==> config.mk <==
export PLATFORM = sky130hd
export DESIGN_NAME = hazard_sequencer
export DESIGN_NICKNAME = d
export VERILOG_FILES = /design/src/rtl/hazard_sequencer.sv
export SDC_FILE = /design/constraint.sdc
export NUM_CORES = 1
export LEC_CHECK = 0
export BUFFER_PORTS_ARGS = -buffer_cell sky130_fd_sc_hd__clkbuf_2
export CORE_MARGIN = 2
export CORE_UTILIZATION = 52
export DETAILED_ROUTE_END_ITERATION = 8
export GPL_ROUTABILITY_DRIVEN = 1
export PLACE_DENSITY = 0.81
export SKIP_CTS_REPAIR_TIMING = 1
export SYNTH_ARGS = -nofsm -noshare
export SYNTH_HDL_FRONTEND = slang
export SYNTH_SLANG_ARGS = --single-unit
==> constraint.sdc <==
create_clock -name clk -period 2.5 [get_ports clk]
set_input_delay 0 -clock clk [delete_from_list [all_inputs] [get_ports clk]]
set_output_delay 0 -clock clk [all_outputs]
set_load 0.1 [all_outputs]
==> src/rtl/hazard_sequencer.sv <==
// Hazard/sequencing controller for the five-stage RV32I pipeline: reset flush,
// data forwarding, load-use and branch handling, memory-wait freeze and perf counters.
module hazard_sequencer #(
  parameter int RESET_FLUSH_CYCLES = 2,
  parameter int MEM_TIMEOUT        = 16,
  parameter int CNT_W              = 32
) (
  input  logic             clk,
  input  logic             rst,
  input  logic [4:0]       RS1D,
  input  logic [4:0]       RS2D,
  input  logic [4:0]       RS1E,
  input  logic [4:0]       RS2E,
  input  logic [4:0]       RDE,
  input  logic             ResultSrcE,
  input  logic             PCSrcE,
  input  logic [4:0]       RDM,
  input  logic [4:0]       RDW,
  input  logic             RegWriteM,
  input  logic             RegWriteW,
  input  logic             MemAccessM,
  input  logic             DmemReadyM,
  output logic             StallF,
  output logic             StallD,
  output logic             StallE,
  output logic             StallM,
  output logic             FlushD,
  output logic             FlushE,
  output logic [1:0]       ForwardAE,
  output logic [1:0]       ForwardBE,
  output logic             MemErr,
  output logic [CNT_W-1:0] StallCnt,
  output logic [CNT_W-1:0] FlushCnt
);

  localparam int INIT_W = (RESET_FLUSH_CYCLES > 1) ? $clog2(RESET_FLUSH_CYCLES) : 1;
  localparam int WAIT_W = $clog2(MEM_TIMEOUT + 1);

  typedef enum logic [1:0] {S_INIT, S_RUN, S_MEM_WAIT} state_t;

  state_t             state_q;
  logic [INIT_W-1:0]  init_q;
  logic [WAIT_W-1:0]  wait_q, wait_d;
  logic               mem_err_q;
  logic [CNT_W-1:0]   stall_cnt_q, stall_cnt_d;
  logic [CNT_W-1:0]   flush_cnt_q, flush_cnt_d;

  logic running, freeze, load_use, branch_flush;

  function automatic logic [1:0] fwd_sel(input logic [4:0] rs, input logic wm,
                                         input logic [4:0] rdm, input logic ww,
                                         input logic [4:0] rdw);
    if (wm && rdm != 5'd0 && rdm == rs)      return 2'b10;
    else if (ww && rdw != 5'd0 && rdw == rs) return 2'b01;
    else                                     return 2'b00;
  endfunction

  assign ForwardAE = fwd_sel(RS1E, RegWriteM, RDM, RegWriteW, RDW);
  assign ForwardBE = fwd_sel(RS2E, RegWriteM, RDM, RegWriteW, RDW);

  assign running      = (state_q != S_INIT);
  assign freeze       = running && MemAccessM && !DmemReadyM;
  assign load_use     = ResultSrcE && (RDE != 5'd0) && ((RDE == RS1D) || (RDE == RS2D));
  assign branch_flush = running && !freeze && PCSrcE;

  // Freeze outranks branch, branch outranks load-use.
  always_comb begin
    StallF = 1'b0;
    StallD = 1'b0;
    StallE = 1'b0;
    StallM = 1'b0;
    FlushD = 1'b0;
    FlushE = 1'b0;
    if (!running) begin
      StallF = 1'b1;
      FlushD = 1'b1;
      FlushE = 1'b1;
    end else if (freeze) begin
      StallF = 1'b1;
      StallD = 1'b1;
      StallE = 1'b1;
      StallM = 1'b1;
    end else if (PCSrcE) begin
      FlushD = 1'b1;
      FlushE = 1'b1;
    end else if (load_use) begin
      StallF = 1'b1;
      StallD = 1'b1;
      FlushE = 1'b1;
    end
  end

  always_comb begin
    stall_cnt_d = stall_cnt_q;
    flush_cnt_d = flush_cnt_q;
    if (running && StallF && stall_cnt_q != '1) stall_cnt_d = stall_cnt_q + 1'b1;
    if (branch_flush && flush_cnt_q != '1)      flush_cnt_d = flush_cnt_q + 1'b1;
  end

  // Wait counter saturates at the timeout so a hung access cannot wrap it.
  always_comb begin
    wait_d = '0;
    if (state_q == S_MEM_WAIT && freeze)
      wait_d = (wait_q == WAIT_W'(MEM_TIMEOUT)) ? wait_q : wait_q + 1'b1;
  end

  always_ff @(posedge clk or posedge rst) begin
    if (rst) begin
      state_q     <= S_INIT;
      init_q      <= '0;
      wait_q      <= '0;
      mem_err_q   <= 1'b0;
      stall_cnt_q <= '0;
      flush_cnt_q <= '0;
    end else begin
      stall_cnt_q <= stall_cnt_d;
      flush_cnt_q <= flush_cnt_d;
      wait_q      <= wait_d;
      case (state_q)
        S_INIT: begin
          if (init_q == INIT_W'(RESET_FLUSH_CYCLES - 1)) state_q <= S_RUN;
          else                                            init_q  <= init_q + 1'b1;
        end
        S_RUN: begin
          if (freeze) state_q <= S_MEM_WAIT;
        end
        S_MEM_WAIT: begin
          if (!freeze) state_q <= S_RUN;
          if (wait_d == WAIT_W'(MEM_TIMEOUT)) mem_err_q <= 1'b1;
        end
        default: state_q <= S_INIT;
      endcase
    end
  end

  assign MemErr   = mem_err_q;
  assign StallCnt = stall_cnt_q;
  assign FlushCnt = flush_cnt_q;

endmodule

Word level (Yosys, flattened, before mapping) --
Cells that the tools add are included.
Cells by class: shifts and indexed selects 0, $mul 0, muxes and demuxes 24, div/mod/pow operators 0, equal/unequal tests 15, $add $sub $neg 4, magnitude comparators 0, bitwise gates (word level) 0, reduce and logical (&&, ||, !) cells 26
Operator list (count):
- adder 32 x 1 -> 32 bit (second input constant) | 2
- != test 32 bit (second input constant) | 2
- equality test 5 bit | 6
- logical AND 1 bit | 16
- two-way mux 1 bit | 16
- nonzero test 5 bit | 3
- equality test 5 bit (second input constant) | 2
- two-way mux 2 bit | 5
- two-way mux 5 bit | 2
- != test 2 bit (second input constant) | 3
- one-hot mux 2 bit (3 select lines) | 1
- adder 5 x 1 -> 5 bit (second input constant) | 1
- AND reduction 3 bit | 1
- equality test 2 x 1 -> 1 bit (second input constant) | 1
- equality test 2 bit (second input constant) | 1
- zero test 1 bit | 2
- zero test 2 bit | 1
- AND reduction 2 bit | 1
- nonzero test 2 bit | 1
- adder 1 bit (second input constant) | 1
- logical OR 1 bit | 1
Word-level totals: output and inout port bits 75, latch bits 0, bits in read-only memories 0, flip-flop bits (word level) 73, word-level logic and storage cells 75, bits in writable memories 0, bits of input ports 43, memories 0

Longest topological paths before layout --
Gate-level depths: netlist of run 1.
word-level depth 9, depth in mapped cells 9, gate-level depth less buffers 7

Worst setup path before layout of run 1 --
OpenSTA, ideal clock, no wires.
path type input-to-output, from input port RDM[4], to output port ForwardBE[0], arrival 5.203 ns, stages 4, data required time 2.500 ns, slack -2.703 ns, path buffers 0, path through xnor2_1 > nand3_1 > nor4_1 > nor4_1
On the way: cells in the longest elaborated chain, start to end 4, elaborated cells on any way between the ends 5, classes of those cells eq/ne (1); mux (1); reduce/logical (3)
Ends and longest elaborated chain:
- start: declaration | line 17 | input logic [4:0] RDM,
- nonzero test 5 bit | line 53 | if (wm && rdm != 5'd0 && rdm == rs) return 2'b10;
- logical AND 1 bit | line 53
- logical AND 1 bit (*) | line 53
- two-way mux 2 bit (*) | line 53
- end: declaration | line 30 | output logic [1:0] ForwardBE,
Every way passes the cells marked *; elsewhere a longest branch is shown, timed or not.

Final worst setup path of run 1 --
from register flush_cnt_q[0] (netlist: FlushCnt[0]), to register flush_cnt_q[9] (netlist: FlushCnt[9])
On the way: cells in the longest elaborated chain, start to end 2, elaborated cells on any way between the ends 3, classes of those cells add/sub (1); eq/ne (1); reduce/logical (1)
Ends and longest elaborated chain:
- start: declaration | line 46 | logic [CNT_W-1:0] flush_cnt_q, flush_cnt_d;
- start signal: assignment | line 117 | flush_cnt_q <= flush_cnt_d;
- branches (longest 2 deep; another with adder 32 x 1 -> 32 bit)
Parallel ways; which one is timed is not known. A chain may end at the register's enable or synchronous reset.

==> results of run 1 <==
state kept, by name (all words and copies together), names as in the netlist:
name	count
StallCnt	32
wait_q	5
init_q	1
FlushCnt	32
state_q	2
MemErr	1
cells by family (layout without fill, tap and decap cells):
| family | Yosys count | after routing | share of synthesized area, % |
|---|---|---|---|
| simple gates | 187 | 187 | 26.0 |
| fa+ha+maj | 4 | 4 | 1.25 |
| compound gates | 15 | 15 | 3.22 |
| buf+inv | 21 | 153 | 2.60 |
| mux | 1 | 1 | 0.281 |
| flops | 73 | 73 | 45.7 |
| xor+xnor | 96 | 96 | 21.0 |
metrics by stage:
stage	utilization [%]	TNS, ns	instances	hold WS, ns
2_1_floorplan	-	-0.472	397	0.166
3_3_place_gp	64.6	0	610	0.0610
3_5_place_dp	64.6	0	610	0.0725
4_1_cts	67.1	0	626	-0.297
5_1_grt	67.4	0	628	0.00577
6_report	67.4	0	628	0.00408
routing by layer:
layer | vias up | global-route usage (%) | share of wire, % | wire length [um]
met3 | 12 | 4.77 | 5.6 | 518
met1 | 1611 | 27.3 | 41 | 3760
met4 | 0 | 7.46 | 1.2 | 115
met2 | 111 | 39.1 | 52 | 4810
met5 | - | 0 | 0 | 0
li1 | 1643 | - | - | -
cells in the final DEF (no fill, tap or decap), types with 4 or more instances in the layout:
cell / n
nor2_1: 23
dfrtp_2: 21
clkbuf_2: 117
xor2_1: 44
dfrtp_1: 52
and3_1: 6
clkbuf_8: 12
nand4_1: 22
buf_4: 4
nand3_1: 29
inv_1: 13
ha_1: 4
or4_1: 4
xnor2_1: 52
nor4_1: 13
and4_1: 4
nor4_2: 4
nor3_1: 20
nand2_1: 39
layout make-up:
class	instances	area share, %
multi-input cells	303	42.6
flip-flops and latches	73	37.3
repair buffers	123	12.8
clock buffers	13	3.40
well taps	99	2.49
inverters	14	1.06
clock inverters	3	0.302
power breakdown:
part / internal, W / total [W] / switching (W)
Combinational: 0.000217 / 0.00113 / 0.000918
Sequential: 0.00127 / 0.00139 / 0.000125
Clock: 0.000438 / 0.000851 / 0.000413
Total: 0.00192 / 0.00338 / 0.00146
how the worst max path moves through the flow:
stage	endpoint	cells after the start	slack (ns)
global route	FlushCnt[17]	6	0.08
detailed placement	FlushCnt[9]	6	0.32
finish	FlushCnt[9]	6	0.30
global placement	FlushCnt[9]	6	0.44
floorplan	ForwardBE[0]	4	-0.47
CTS	FlushCnt[9]	6	0.27
critical path, delay by kind of cell, from the launching register on:
kind	cells	cell delay, ns
and+or+nand+nor	4	1.27
DFF	1	0.44
adders and majority gates	1	0.23
xor gates and xnor gates	1	0.18
==> metrics.md, run 1 <==
| Metric | Value |
|---|---|
| Sequential cell area | `about 1900 um2` |
| Syn avg cell area | `~10 um2` |
| Synth top cells by count | `dfrtp_1, xnor2_1, xor2_1` |
| H-tree lvl count | `3` |
| Vias in the first global route | `between 3000 and 4000` |
| Drt total wl | `9210 um` |
| Port Buffer Count | `around 120` |
| Crit path required time | `2.75 ns` |
| Cell variety after synth | `44` |
| Peak per-stage delay on the critical path | `between 0.4 and 0.5 ns` |
| Crit path kind | `register to register` |
| Die Y | `91.7 um` |
| Syn Inst Count | `about 400` |
| Pre-CTS setup slack | `0.324 ns` |
| Ratio of cells with drive above 1 in the final layout | `33.8%` |
| Sequential share of the synthesized area | `between 40% and 50%` |
| RR Startpoint | `FlushCnt[0]` |
| Top post-synthesis cells by area | `dfrtp_1, xnor2_1, xor2_1, nand2_1, nand3_1` |
| Die Wd | `91.7 um` |
| Design Area, Final | `about 5000 um2` |
| Final setup violation count | `0` |
| Nets@finish | `about 570` |
| Max VDD drop | `roughly 0.61 mV` |
| DRC | `0` |
| Crit. Startpoint | `FlushCnt[0]` |
| I/O Pins | `between 100 and 150` |
| Relative slew slack | `around half` |
| WHS Path Cells | `3` |
| # fillers | `approximately 610` |
| CTS Sinks | `between 70 and 80` |
| Final Max Slew Viols | `0` |
| Area leader, netlist | `dfrtp_1` |
| CTS clock-pin slew for the worst setup and hold paths | `roughly 0.07 ns` |
| Largest net degree at the start of global routing | `28` |
| Netlist Area Pre-Place | `approximately 4000 um2` |
| CTS buffer count | `9` |
| Status | `complete, no violations` |
| Primary FF master, synth | `dfrtp_1` |
| Flop and latch count out of synthesis | `between 70 and 80` |
| Wire length per cell | `~15 um` |
| Critical Path Slowest Stage Cell | `dfrtp_2` |
| Post-DP Area | `~4800 um2` |
| HP Class | `input port to register` |
| Syn Nets | `approximately 440` |
| Initial antenna violation count | `0` |
| Gr ovfl total | `0` |
| EDFF count, synth | `0` |
| Min Clock Period, post-route | `around 2.2 ns` |
| Power density over the cells | `680 nW/um2` |
| Startpoint class of the critical path | `register` |
| DR pass1 iterations | `6` |
| Core Box Area | `between 7000 and 8000 um2` |
| Total power | `~0.0034 W` |
| Max FO, Critical Path | `15` |
| RSZ-0062 raised after global routing | `false` |
| Final hold violations | `0` |
| First-pass GRT wire length | `15300 um` |
| CTS root buf | `clkbuf_8` |
| Vias/cell | `roughly 5.4` |
| Num rows | `31` |
| CTS Buffer Depth | `2` |
| Most frequent cell after synthesis | `dfrtp_1` |
| Top cell type's share of synthesized area | `around 46%` |
| Tcrit/Tclk final | `roughly nine tenths` |
| Hold worst-path end | `state_q[1]` |
| Post-DP HPWL | `between 7000 and 8000 um` |
| P&R area growth vs syn | `24.2%` |
| Multi-input gate area | `between 2000 and 2500 um2` |
| Inserted Diodes | `0` |
| Setup skew after layout | `around 0.0053 ns` |
| GRT Util Overall | `roughly 22%` |
| Starting Density | `54.3%` |
| Max Cap Viol | `0` |
| Placer Congestion | `0.976` |
| R2R Setup Slk | `0.30 ns` |
| Max Clock Freq | `454 MHz` |
| Reg2reg end | `FlushCnt[9]` |
| Yosys warning count | `0` |
| Final ANT Viol Nets | `0` |
| Capturing element type of the critical path | `register` |
| Vias after detailed routing | `3377` |
| Final worst setup slack | `0.298 ns` |
| Worst EP arrival | `between 2 and 2.5 ns` |
| CP Cell Sequence | `ha_1, and3_1, and4_1, or2_1, nor4_1, xor2_1` |
| Reg2reg path depth | `6` |
| Die area | `around 8400 um2` |
| Hold Crit Start | `DmemReadyM` |
| FFs w/ async S/R, synth | `100%` |
| Slew @ Worst Pin | `approximately 0.76 ns` |
| CTS tree | `done` |
| Pleak | `between 2 and 2.5 nW` |
| 1st-iter DRT viols | `76` |
| Clock Latency Late Sink | `~0.33 ns` |
Power figures use the tool's default switching activity.
==> inputs of run 2 (changes only) <==
--- a/config.mk
+++ b/config.mk
@@ -6,11 +6,13 @@
 export NUM_CORES = 1
 export LEC_CHECK = 0
 export BUFFER_PORTS_ARGS = -buffer_cell sky130_fd_sc_hd__clkbuf_2
+export CAP_MARGIN = 20
 export CORE_MARGIN = 2
 export CORE_UTILIZATION = 52
 export DETAILED_ROUTE_END_ITERATION = 8
 export GPL_ROUTABILITY_DRIVEN = 1
 export PLACE_DENSITY = 0.81
+export REMOVE_ABC_BUFFERS = 1
 export SKIP_CTS_REPAIR_TIMING = 1
 export SYNTH_ARGS = -nofsm -noshare
 export SYNTH_HDL_FRONTEND = slang
==> metrics.md, run 2 (same netlist as run 1, synthesis figures left out) <==
| Metric | Value |
|---|---|
| Placer Congestion | `about 0.85` |
| Placed Cells incl. Taps | `roughly 610` |
| Hold worst-path end | `wait_q[4]` |
| Reg2reg path depth | `5` |
| Setup TNS | `0 ns` |
| Design Area, Final | `slightly below 5000 um2` |
| Post-DP Area | `around 4700 um2` |
| Final Non-Filler Cells | `roughly 630` |
| CTS tree | `done` |
| DR pass1 iterations | `4` |
| Gr ovfl total | `0` |
| Port Buffer Count | `around 120` |
| DRC | `0` |
| Startpoint class of the critical path | `register` |
| Starting Density | `54.3%` |
| Clock Latency Late Sink | `0.34 ns` |
| Slew @ Worst Pin | `just under 0.8 ns` |
| Die Y | `slightly above 90 um` |
| Post-DP HPWL | `between 6000 and 7000 um` |
| HP Class | `input port to register` |
| Final ANT Viol Nets | `0` |
| Initial antenna violation count | `0` |
| Relative slew slack | `approximately half` |
| Num rows | `31` |
| Setup skew after layout | `approximately 0.0085 ns` |
| Tcrit/Tclk final | `between 90 and 100%` |
| RR Startpoint | `StallCnt[23]` |
| CTS Sinks | `73` |
| H-tree lvl count | `3` |
| Largest net degree at the start of global routing | `43` |
| CTS root buf | `clkbuf_8` |
| CTS Buffer Depth | `2` |
| Crit path kind | `register to register` |
| Reg2reg end | `StallCnt[1]` |
| R2R Setup Slk | `around 0.21 ns` |
| Pleak | `2.37 nW` |
| CTS clock-pin slew for the worst setup and hold paths | `approximately 0.08 ns` |
| Final setup violation count | `0` |
| Max Clock Freq | `roughly 440 MHz` |
| I/O Pins | `118` |
| Nets@finish | `571` |
| RSZ-0062 raised after global routing | `false` |
| Min Clock Period, post-route | `between 2 and 2.5 ns` |
| 1st-iter DRT viols | `slightly above 80` |
| Vias in the first global route | `3329` |
| Wire length per cell | `14.3 um` |
| GRT Util Overall | `22.5%` |
| Final hold violations | `0` |
| Hold Crit Start | `DmemReadyM` |
| Status | `complete, no violations` |
| Ratio of cells with drive above 1 in the final layout | `around 29%` |
| Core Box Area | `between 7000 and 8000 um2` |
| Max VDD drop | `0.638 mV` |
| WHS Path Cells | `3` |
| Die Wd | `between 90 and 100 um` |
| Vias/cell | `approximately 5.4` |
| Most common cell after layout, fill and taps aside | `clkbuf_2` |
| Worst EP arrival | `about 2.5 ns` |
| CTS buffer count | `9` |
| Final Max Slew Viols | `0` |
| Commonest cells after routing, fill and taps aside | `clkbuf_2, dfrtp_1, xnor2_1` |
| Inserted Diodes | `0` |
| First-pass GRT wire length | `around 15000 um` |
| Vias after detailed routing | `3380` |
| Crit path required time | `approximately 2.7 ns` |
| P&R area growth vs syn | `22.4%` |
| Die area | `8410 um2` |
| Power density over the cells | `just under 700 nW/um2` |
| Drt total wl | `8970 um` |
| Capturing element type of the critical path | `register` |
| Max FO, Critical Path | `24` |
| Max Cap Viol | `0` |
[run 2: cell count changes in the layout (fill, tap and decap cells not counted)]
cell / previous run / this run
clkbuf_1: 1 / 2
dlygate4sd3_1: 2 / 3
nor4_4: 3 / 1
nor3_1: 20 / 21
nor4_2: 4 / 3
clkbuf_8: 12 / 11
buf_12: 0 / 1
nor2_4: 1 / 0
nor3_2: 1 / 0
nor2_1: 23 / 24
dfrtp_2: 21 / 0
dfrtp_1: 52 / 73
buf_4: 4 / 2
nor4_1: 13 / 16
[run 2: layout make-up]
| class | count | area [um2] |
|---|---|---|
| Sequential cell | 73 | 1830 |
| Multi-Input combinational cell | 303 | 2070 |
| Tap cell | 99 | 124 |
| Clock inverter | 3 | 15.0 |
| Fill cell | 617 | 2470 |
| Inverter | 14 | 52.6 |
| Timing Repair Buffer | 123 | 651 |
| Clock buffer | 13 | 159 |
[run 2: metrics by stage]
step | utilization (%) | power, W | hold WS (ns) | worst slack, ns
global route | 66.5 | 0.00349 | 0.0178 | 0.0469
detailed placement | 63.7 | 0.00252 | 0.144 | 0.266
CTS | 66.0 | 0.00336 | -0.236 | 0.239
finish | 66.5 | 0.00332 | 0.00429 | 0.209
floorplan | - | 0.00228 | 0.148 | -2.70
global placement | 63.7 | 0.00250 | 0.130 | 0.256
[run 2: worst max path at each step]
stage	start	endpoint	slack, ns	depth (start not counted)
floorplan	RDM[4]	ForwardBE[0]	-2.70	4
global placement	StallCnt[23]	StallCnt[1]	0.26	5
detailed placement	StallCnt[23]	StallCnt[1]	0.27	5
CTS	StallCnt[23]	StallCnt[1]	0.24	5
global route	FlushCnt[20]	FlushCnt[17]	0.05	6
finish	StallCnt[23]	StallCnt[1]	0.21	5
[run 2: routing by layer]
metal,up-vias,global-route usage (%),part of all wire (%)
met5,-,0,0
met4,0,6.09,0.78
met3,8,7.56,7.3
met2,105,36.6,49
met1,1626,28.7,43
li1,1641,-,-
[run 2: power by group]
group          switching, W  total [W]  internal (W)
combinational      0.000898    0.00111      0.000209
sequential         0.000132    0.00139       0.00126
clock              0.000413   0.000824      0.000411
[run 2: worst max-delay path: stages, from the launching register on]
cell      delay, ns
dfrtp_1        0.45
nand4_1        0.15
nor4_1         0.49
nand4_1        0.27
o211ai_4       0.39
mux2_2         0.41
==> inputs of run 3 (changes only) <==
--- a/config.mk
+++ b/config.mk
@@ -8,10 +8,10 @@
 export BUFFER_PORTS_ARGS = -buffer_cell sky130_fd_sc_hd__clkbuf_2
 export CAP_MARGIN = 20
 export CORE_MARGIN = 2
-export CORE_UTILIZATION = 52
+export CORE_UTILIZATION = 50
 export DETAILED_ROUTE_END_ITERATION = 8
 export GPL_ROUTABILITY_DRIVEN = 1
-export PLACE_DENSITY = 0.81
+export PLACE_DENSITY = 0.79
 export REMOVE_ABC_BUFFERS = 1
 export SKIP_CTS_REPAIR_TIMING = 1
 export SYNTH_ARGS = -nofsm -noshare
==> metrics.md, run 3 (same netlist as run 1, synthesis figures left out) <==
| Metric | Value |
|---|---|
| DR pass1 iterations | `4` |
| CTS root buf | `clkbuf_8` |
| Final hold violations | `0` |
| Commonest cells after routing, fill and taps aside | `clkbuf_2, dfrtp_1, xnor2_1` |
| Num rows | `32` |
| Vias/cell | `between 5 and 6` |
| Vias after detailed routing | `3400` |
| CTS buffer count | `9` |
| Largest net degree at the start of global routing | `33` |
| Startpoint class of the critical path | `register` |
| Die area | `about 8700 um2` |
| Min Clock Period, post-route | `2.18 ns` |
| Max Cap Viol | `0` |
| Starting Density | `51.8%` |
| Die Wd | `between 90 and 100 um` |
| Wire length per cell | `14.0 um` |
| Clock Latency Late Sink | `approximately 0.34 ns` |
| P&R area growth vs syn | `22.3%` |
| Port Buffer Count | `approximately 120` |
| Final ANT Viol Nets | `0` |
| Gr ovfl total | `0` |
| Die Y | `approximately 93 um` |
| R2R Setup Slk | `between 0.3 and 0.4 ns` |
| Pleak | `about 2.4 nW` |
| H-tree lvl count | `3` |
| CP Cell Sequence | `nand4_1, nor4_1, nand4_1, o211ai_4, mux2_2` |
| Drt total wl | `8870 um` |
| Inserted Diodes | `0` |
| Most common cell after layout, fill and taps aside | `clkbuf_2` |
| RSZ-0062 raised after global routing | `false` |
| Capturing element type of the critical path | `register` |
| Ratio of cells with drive above 1 in the final layout | `28.6%` |
| Peak per-stage delay on the critical path | `0.45 ns` |
| Final Max Slew Viols | `0` |
| Placer Congestion | `about 0.84` |
| Placed Cells incl. Taps | `~620` |
| Tcrit/Tclk final | `between 80% and 90%` |
| First-pass GRT wire length | `14600 um` |
| Most common cell on crit path | `nand4_1` |
| Core Box Area | `7730 um2` |
| Final Non-Filler Cells | `634` |
| I/O Pins | `118` |
| Crit path kind | `register to register` |
| Post-layout util | `63.3%` |
| HP Class | `input port to register` |
| Final setup violation count | `0` |
| Relative slew slack | `between 50% and 60%` |
| GRT Util Overall | `between 20% and 30%` |
| Worst EP arrival | `2.40 ns` |
| CTS Buffer Depth | `2` |
| Nets@finish | `574` |
| CTS clock-pin slew for the worst setup and hold paths | `approximately 0.070 ns` |
| Post-DP HPWL | `between 6000 and 7000 um` |
| Initial antenna violation count | `0` |
| Power density over the cells | `669 nW/um2` |
| DRC | `0` |
| Max VDD drop | `between 0.7 and 0.8 mV` |
| CTS tree | `done` |
| Max Clock Freq | `~460 MHz` |
| Vias in the first global route | `around 3200` |
| Crit path required time | `2.72 ns` |
| Critical Path Slowest Stage Cell | `dfrtp_1` |
| Status | `complete, no violations` |
| Max FO, Critical Path | `24` |
| 1st-iter DRT viols | `87` |
| CTS Sinks | `73` |
| Setup skew after layout | `0.0126 ns` |
| Slew @ Worst Pin | `roughly 0.73 ns` |
-- run 3: changes by cell type in the layout (fill, tap and decap cells not counted), sizes merged --
cell / delta
clkinv: -1
buf: +3
clkinvlp: +1
-- run 3: layer usage --
metal / global-route usage [%] / share of wire (%) / vias to the layer above / routed length, um
li1: - / - / 1657 / -
met2: 33.9 / 48 / 98 / 4260
met3: 5.56 / 5.8 / 8 / 514
met4: 4.90 / 0.89 / 0 / 79
met5: 0 / 0 / - / 0
met1: 28.4 / 45 / 1637 / 4020
-- run 3: cell type report --
type                       count  area, um2
tap                          102        128
inverter                      14       52.6
clock buffer                  13        139
clock inverter                 3       17.5
sequential                    73       1830
timing repair buffer         126        661
multi-input combinational    303       2070
fill                         647       2830
-- run 3: worst paths after layout --
check | startpoint | to | cells past startpoint
min in group asynchronous | rst | FlushCnt[26] | 3
setup reg to reg | StallCnt[22] | StallCnt[1] | 5
setup / recovery | StallCnt[22] | StallCnt[1] | 5
hold / removal | DmemReadyM | wait_q[4] | 3
hold reg to reg | init_q | init_q | 1
max in group asynchronous | rst | StallCnt[4] | 4
-- run 3: through the flow --
step | instance area (um2) | setup slack (ns) | setup TNS, ns | total power, W | hold slack (ns)
2_1_floorplan | 3950 | -2.70 | -76.04 | 0.00228 | 0.148
3_3_place_gp | 4710 | 0.454 | 0 | 0.00251 | -0.0172
3_5_place_dp | 4710 | 0.390 | 0 | 0.00253 | -0.0110
4_1_cts | 4860 | 0.355 | 0 | 0.00329 | -0.380
5_1_grt | 4890 | 0.148 | 0 | 0.00343 | 0.0272
6_report | 4890 | 0.319 | 0 | 0.00327 | 0.0174
-- run 3: power breakdown --
part | internal, W | total (W) | switching (W)
sequential | 0.00126 | 0.00139 | 0.000133
combinational | 0.000215 | 0.00111 | 0.000895
clock | 0.000359 | 0.000767 | 0.000408
total | 0.00184 | 0.00327 | 0.00144
-- run 3: critical path: cells and delay by family (launching register included) --
| kind | cells | cell delay, ns |
|---|---|---|
| and+or+nand+nor | 3 | 0.84 |
| DFF | 1 | 0.45 |
| muxes | 1 | 0.40 |
| AOI/OAI and AO/OA | 1 | 0.36 |
